## src/rtl/register_pkg.sv

```systemverilog
// register_pkg: project-wide width constants shared by storage elements
package register_pkg;
  localparam int DATA_W = 32;
endpackage

```

## src/rtl/register.sv

```systemverilog
// register: N-bit storage element with write enable and asynchronous active-high reset
module register
  import register_pkg::*;
#(
  parameter int N = DATA_W,
  parameter logic [N-1:0] RESET_VALUE = '0
) (
  input  logic         clk,
  input  logic         rst,
  input  logic         en,
  input  logic [N-1:0] D,
  output logic [N-1:0] Q
);
  always_ff @(posedge clk or posedge rst)
    if (rst) Q <= RESET_VALUE;
    else if (en) Q <= D;
endmodule

```

## config.mk

```make
export PLATFORM = sky130hd
export DESIGN_NAME = register
export DESIGN_NICKNAME = d
export VERILOG_FILES = /design/src/rtl/register_pkg.sv /design/src/rtl/register.sv
export SDC_FILE = /design/constraint.sdc
export NUM_CORES = 1
export LEC_CHECK = 0
export ABC_AREA = 1
export ABC_CLOCK_PERIOD_IN_PS = 860
export CAP_MARGIN = 20
export CORE_ASPECT_RATIO = 0.8
export CORE_MARGIN = 3
export CORE_UTILIZATION = 35
export CTS_BUF_LIST = sky130_fd_sc_hd__clkbuf_16
export DETAILED_ROUTE_END_ITERATION = 10
export PLACE_DENSITY = 0.77
export SYNTH_ARGS = -nofsm -noshare
export SYNTH_HDL_FRONTEND = slang
export SYNTH_SLANG_ARGS = --single-unit
```

## constraint.sdc

```tcl
create_clock -name clk -period 0.86 [get_ports clk]
set_input_delay 0.215 -clock clk [delete_from_list [all_inputs] [get_ports clk]]
set_output_delay 0.215 -clock clk [all_outputs]
set_load 0.02 [all_outputs]
```

Yosys cells after proc, flatten, opt, wreduce, memory -nomap -nowiden
Cells that the tools add are included.
- bits in latches: 0
- bits in writable memories: 0
- output and inout port bits: 32
- bits of input ports: 35
- memories kept: 0
- bits in read-only memories: 0
- bits in registers: 32
- logic and storage cells: 1
- $lt $le $gt $ge: 0
- equality and inequality tests: 0
- muxes and demuxes: 0
- add/sub/neg operators: 0
- div/mod/pow operators: 0
- shift-type cells: 0
- multipliers: 0
- bitwise gates (word level): 0
- reduce and logical (&&, ||, !) cells: 0

Depth between registers and ports, before layout
Gate-level depths: netlist (run 1).
- word-level depth: 0
- mapped depth: 5
- gate-level depth less buffers: 3

Least setup slack after synthesis (run 1)
Ideal clock, no wire load.
- path type: input port to flip-flop
- start point: input port en
- end point: register Q[10]
- slack: 0.160 ns
- arrival time: 0.584 ns
- setup time: 0.117 ns
- stages on the path: 5
- path buffers: 2
- required time: 0.743 ns
- path through: buf_6 inv_8 buf_12 nand2_2 nand2_1
- RTL lines (element ; RTL line ; RTL):
    start: declaration ; register.sv:10 ; input logic en,
    end signal: assignment ; register.sv:15 ; if (rst) Q <= RESET_VALUE;
    end signal: assignment ; register.sv:16 ; else if (en) Q <= D;
    end: declaration ; register.sv:12 ; output logic [N-1:0] Q

Final worst setup path (run 1)
- start point: register Q[10]
- end point: output port Q[10]
No word-level cell between the ends.

==> results.yml, run 1 <==
routing:
  vias: 1163
  drc_errors: 0
  drt-total-wl_mm: 3.29
  dr.pass1.iters: 4
  postRouteAntennaNets: 0
  drtIter0Drc: 78
  wl_per_cell_um: 11.8
  via_per_inst: 4.18
sta:
  tightest_slew_ns: 0.160
  setup_ws_ns: -0.171
  drv_slew: 0
  timing.hold.ws_ns: 0.332
  rsz0062_at_grt: "true"
  setup_violations: 32
  clock-skew-final_ns: 0
  slew-limit-headroom_pct: 89.3
  min_period_ns: 1.03
  max_freq_mhz: 970
  fin_crit_sh_pct: 120
  hold_viol: 0
finish:
  register_area_sq_um: 801
  reg.largest.list: "Q (32)"
  largest_register_ffs: 32
  final_layout_size_suffix_gt1_share_pct: 36.0
  final_common_cell: "nand2_1"
  antenna_cells: 0
  nNetsFinal: 270
  multi_input_area_sq_um: 390
  fin_util_pct: 68.2
  regMostFlops: "Q"
  fillers: 289
  area_growth_pct: 83.9
  final_cell_mix: "84 x nand2_1, 36 x buf_6, 33 x clkdlybuf4s50_1, 32 x dfrtp_1, 25 x buf_4"
setup_path:
  critPathSlowestCell: "dfrtp_1"
  r2r_slack_ns: 0.01
  cp_cell_sequence: "buf_6"
  cp.required_ns: 0.64
  crit_path_max_incr_delay_ns: 0.40
  cp.arrival_ns: 0.82
  reg2reg_to: "Q[5]"
  worst-setup-path-type: "flip-flop to output port"
  rr_startpoint: "Q[5]"
  cp_max_fo: 2
  cp_num_buf_inv: 1
  start_kind: "flip-flop"
  critPathTopFamily: "flip-flops"
  critPathLaunch: "Q[10]"
  ff2ff_path_depth: 4
  end_kind: "output port"
clocking:
  cts_buffers: 5
  clockRootBuffer: "clkbuf_16"
  h-tree-depth: 2
  cts_num_sinks: 32
  cts_tree: "yes"
  clk_pin_slew_ns: 0.05
  clock_latency_ns: 0.27
  clock_path_buffers: 2
global_route:
  grt_overflow: 0
  antenna_found_initial: 0
  gr-usage-all-layers_pct: 15.5
  grt_pass1_wl_mm: 5.09
  grt_max_degree: 33
  grt_pass1_vias: 1099
yosys:
  yosys_register_bits: 32
  yosysWarnings: 0
  ys_seq_area_share_pct: 61.8
  syn_inst: 137
  syn_area_sq_um: 1300
  syn_area_per_cell_sq_um: 9.46
  synth_cell_types: 8
  syn_nets: 172
hold_path:
  hp-class: "primary input to async pin"
floorplanning:
  start_util_pct: 37.1
  die_x_um: 74.0
  pin_count: 67
  die_h_um: 60.4
  die_area_sq_um: 4470
  rows: 19
  core_sq_um: 3490
place:
  place.gp.congestion: 0.780
  dp.final_hpwl_mm: 2.21
  numPortBuffers: 66
pwr:
  power_density_nw_per_um2: 1860
  ir_drop_mv: 1.38
  cellLeakagePower_nw: 1.25
  totalPowerFinal_w: 0.00443
status:
  violations: "setup timing"
  status: "finished with violations"
run:
  maxCapViolCount: 0
-- cells by family (layout without fill, tap and decap cells) --
logic type             count (synthesis)  after routing  synth area share (%)
flip-flops                            32             32                  61.8
buffers and inverters                  9            108                  8.49
AND/OR/NAND/NOR                       96             96                  29.7
-- synth_stat cells --
cell / n / area [sq um]
nand2_2: 10 / 62.6
clkbuf_8: 3 / 41.3
inv_1: 1 / 3.75
nand2_1: 86 / 323
inv_8: 1 / 11.3
buf_6: 3 / 33.8
dfrtp_1: 32 / 801
buf_12: 1 / 20.0
-- worst max path at each step --
stage / cells past startpoint / endpoint
6_report: 1 / Q[10]
5_1_grt: 1 / Q[3]
4_1_cts: 1 / Q[18]
3_5_place_dp: 5 / Q[7]
3_3_place_gp: 5 / Q[5]
2_1_floorplan: 5 / Q[10]
-- metrics by stage --
stage               instances  worst slack, ns  setup TNS [ns]  area, sq um
floorplan                 137            0.160               0         1300
global placement          258           -0.321          -19.14         2090
detailed placement        258           -0.347          -19.55         2090
CTS                       273           -0.168           -4.94         2330
global route              278           -0.188           -5.50         2380
finish                    278           -0.171           -4.76         2380
-- cell type report --
type                    instances  share of cell area (%)
flip-flops and latches         32                    33.6
inverters                       2                   0.997
repair buffers                 98                    41.0
multi-input cells              96                    16.4
clock buffers                   5                    5.25
clock inverters                 3                   0.577
well taps                      42                    2.20
-- per-layer routing --
metal	part of all wire [%]	vias up	wire (um)	global-route usage (%)
met5	0	-	0	0
met1	44	510	1460	21.1
met4	1.3	0	42	6.98
met3	10	5	341	6.13
met2	44	48	1440	22.0
li1	-	600	-	-
-- timing repair --
item                       in CTS  in global routing
setup buffers                   6                  6
hold buffers                    0                  0
setup endpoints to repair      64                 35
gates resized for setup       196                  4
pin swaps                       0                  1
cloned                          1                  0
-- report_power, final --
group	switching [W]	internal (W)	total (W)	leakage [nW]
clock	0.000586	0.00105	0.00163	0.0710
combinational	0.000451	0.000610	0.00106	0.789
sequential	0.0000971	0.00164	0.00174	0.390
total	0.00113	0.00330	0.00443	1.25
Power figures use the tool's default switching activity.
==> run 2, diff against run 1 <==
--- a/config.mk
+++ b/config.mk
@@ -7,13 +7,13 @@
 export LEC_CHECK = 0
 export ABC_AREA = 1
 export ABC_CLOCK_PERIOD_IN_PS = 860
-export CAP_MARGIN = 20
 export CORE_ASPECT_RATIO = 0.8
 export CORE_MARGIN = 3
 export CORE_UTILIZATION = 35
 export CTS_BUF_LIST = sky130_fd_sc_hd__clkbuf_16
 export DETAILED_ROUTE_END_ITERATION = 10
 export PLACE_DENSITY = 0.77
+export SETUP_SLACK_MARGIN = 0.1
 export SYNTH_ARGS = -nofsm -noshare
 export SYNTH_HDL_FRONTEND = slang
 export SYNTH_SLANG_ARGS = --single-unit
==> run 2 against run 1 <==
  * The flow still finishes with violations (setup timing)
  * Combinational power barely moved
  * Clock-buffer cell count did not move
  * Sequential cell count did not move
  * Register-to-register slack got worse by 0.02 ns
  * Critical path depth did not move
  * First-iteration DRC count fell by 5.1%
  * Via count rose by 0.34%
  * Routed wire length rose by 1.9%
  * Core utilization fell by 0.14 points
  * Non-clock buffer count fell by 4
  * Critical endpoint unchanged
==> results.yml, run 2 (synthesis gave the netlist of run 1 again) <==
status:
  status: "finished with violations"
  violations: "setup timing"
clocking:
  postCtsHoldBufs: 0
  clock_path_buffers: 2
  clock_latency_ns: 0.27
  cts_num_sinks: 32
  clk_pin_slew_ns: 0.05
  cts_buffers: 5
  h-tree-depth: 2
  clockRootBuffer: "clkbuf_16"
  cts_tree: "yes"
floorplanning:
  pin_count: 67
  rows: 19
  core_sq_um: 3490
  start_util_pct: 37.1
  die_area_sq_um: 4470
  die_h_um: 60.4
  die_x_um: 74.0
sta:
  slew-limit-headroom_pct: 89.0
  max_freq_mhz: 974
  fin_crit_sh_pct: 119
  setup_violations: 33
  tightest_slew_ns: 0.165
  min_period_ns: 1.03
  setup_ws_ns: -0.167
  timing.hold.ws_ns: 0.338
  timing.setup.tns_ns: -4.81
  drv_slew: 0
  clock-skew-final_ns: 0
  rsz0062_at_grt: "true"
  hold_viol: 0
global_route:
  grt_pass1_vias: 1101
  grt_max_degree: 33
  grt_overflow: 0
  antenna_found_initial: 0
  grt_pass1_wl_mm: 5.13
  gr-usage-all-layers_pct: 15.7
place:
  dp.final_hpwl_mm: 2.21
  dp_cells: 258
  place.gp.congestion: 0.780
  pre_cts_slack_ns: -0.347
  numPortBuffers: 66
finish:
  nNetsFinal: 266
  regMostFlops: "Q"
  final_layout_size_suffix_gt1_share_pct: 36.6
  final_cell_mix: "80 x nand2_1, 40 x buf_6, 33 x clkdlybuf4s50_1, 32 x dfrtp_1, 17 x buf_4"
  final_common_cell: "nand2_1"
  largest_register_ffs: 32
  area_growth_pct: 83.5
  fin_cells: 274
  fin_util_pct: 68.1
  reg.largest.list: "Q (32)"
  antenna_cells: 0
  register_area_sq_um: 801
  fillers: 282
  multi_input_area_sq_um: 400
pwr:
  cellLeakagePower_nw: 1.23
  power_density_nw_per_um2: 1870
  ir_drop_mv: 1.38
setup_path:
  cp_cell_sequence: "buf_6"
  critPathSlowestCell: "dfrtp_1"
  cp.arrival_ns: 0.81
  cp_num_buf_inv: 1
  worst-setup-path-type: "flip-flop to output port"
  r2r_slack_ns: -0.01
  crit_path_max_incr_delay_ns: 0.40
  end_kind: "output port"
  ff2ff_path_depth: 4
  reg2reg_to: "Q[10]"
  rr_startpoint: "Q[10]"
  cp_max_fo: 2
  critPathTopFamily: "flip-flops"
  start_kind: "flip-flop"
  cp.required_ns: 0.64
routing:
  postRouteAntennaNets: 0
  dr.pass1.iters: 4
  met3_length_um: 363
  drtIter0Drc: 74
  via_per_inst: 4.26
  drc_errors: 0
  wl_met2_mm: 1.45
  wl_met1_mm: 1.50
  highest_layer: "met4"
  drt-total-wl_mm: 3.35
  vias: 1167
  wl_per_cell_um: 12.2
hold_path:
  hp-class: "primary input to async pin"
run:
  maxCapViolCount: 0
[run 2: changes by cell type in the layout (fill, tap and decap cells not counted)]
cell / before / now
buf_4: 25 / 17
buf_6: 36 / 40
nand2_1: 84 / 80
nand2_2: 12 / 16
[run 2: worst max-delay path by stage]
stage	depth (start not counted)	start	slack (ns)	end
after detailed placement	5	en	-0.35	Q[7]
after floorplan	5	en	0.16	Q[10]
after CTS	1	Q[18]	-0.17	Q[18]
after global routing	1	Q[10]	-0.19	Q[10]
final	1	Q[10]	-0.17	Q[10]
after global placement	5	en	-0.32	Q[5]
[run 2: routing by layer]
layer	track usage, %	up-vias
met5	0	-
met2	22.0	52
li1	-	594
met4	6.98	0
met3	6.13	5
met1	21.6	516
[run 2: cell type report]
cell class | count | area share (%)
timing repair buffer | 94 | 40.5
multi-input combinational | 96 | 16.8
inverter | 2 | 0.999
clock inverter | 3 | 0.579
sequential | 32 | 33.7
clock buffer | 5 | 5.26
tap | 42 | 2.21
[run 2: repair_timing]
action                     CTS  global route
resized for setup          196            12
setup endpoints to repair   64            39
gates cloned                 1             0
pin swaps                    3             5
setup buffers                6             8
[run 2: metrics by stage]
stage | cell area, sq um | power, W
2_1_floorplan | 1300 | 0.00214
3_3_place_gp | 2090 | 0.00268
3_5_place_dp | 2090 | 0.00269
4_1_cts | 2300 | 0.00442
5_1_grt | 2380 | 0.00461
6_report | 2380 | 0.00444
[run 2: power by group]
part / leakage [nW] / switching (W) / internal, W / total (W)
clock network: 0.0710 / 0.000588 / 0.00105 / 0.00164
registers: 0.390 / 0.0000988 / 0.00164 / 0.00174
logic: 0.774 / 0.000456 / 0.000604 / 0.00106
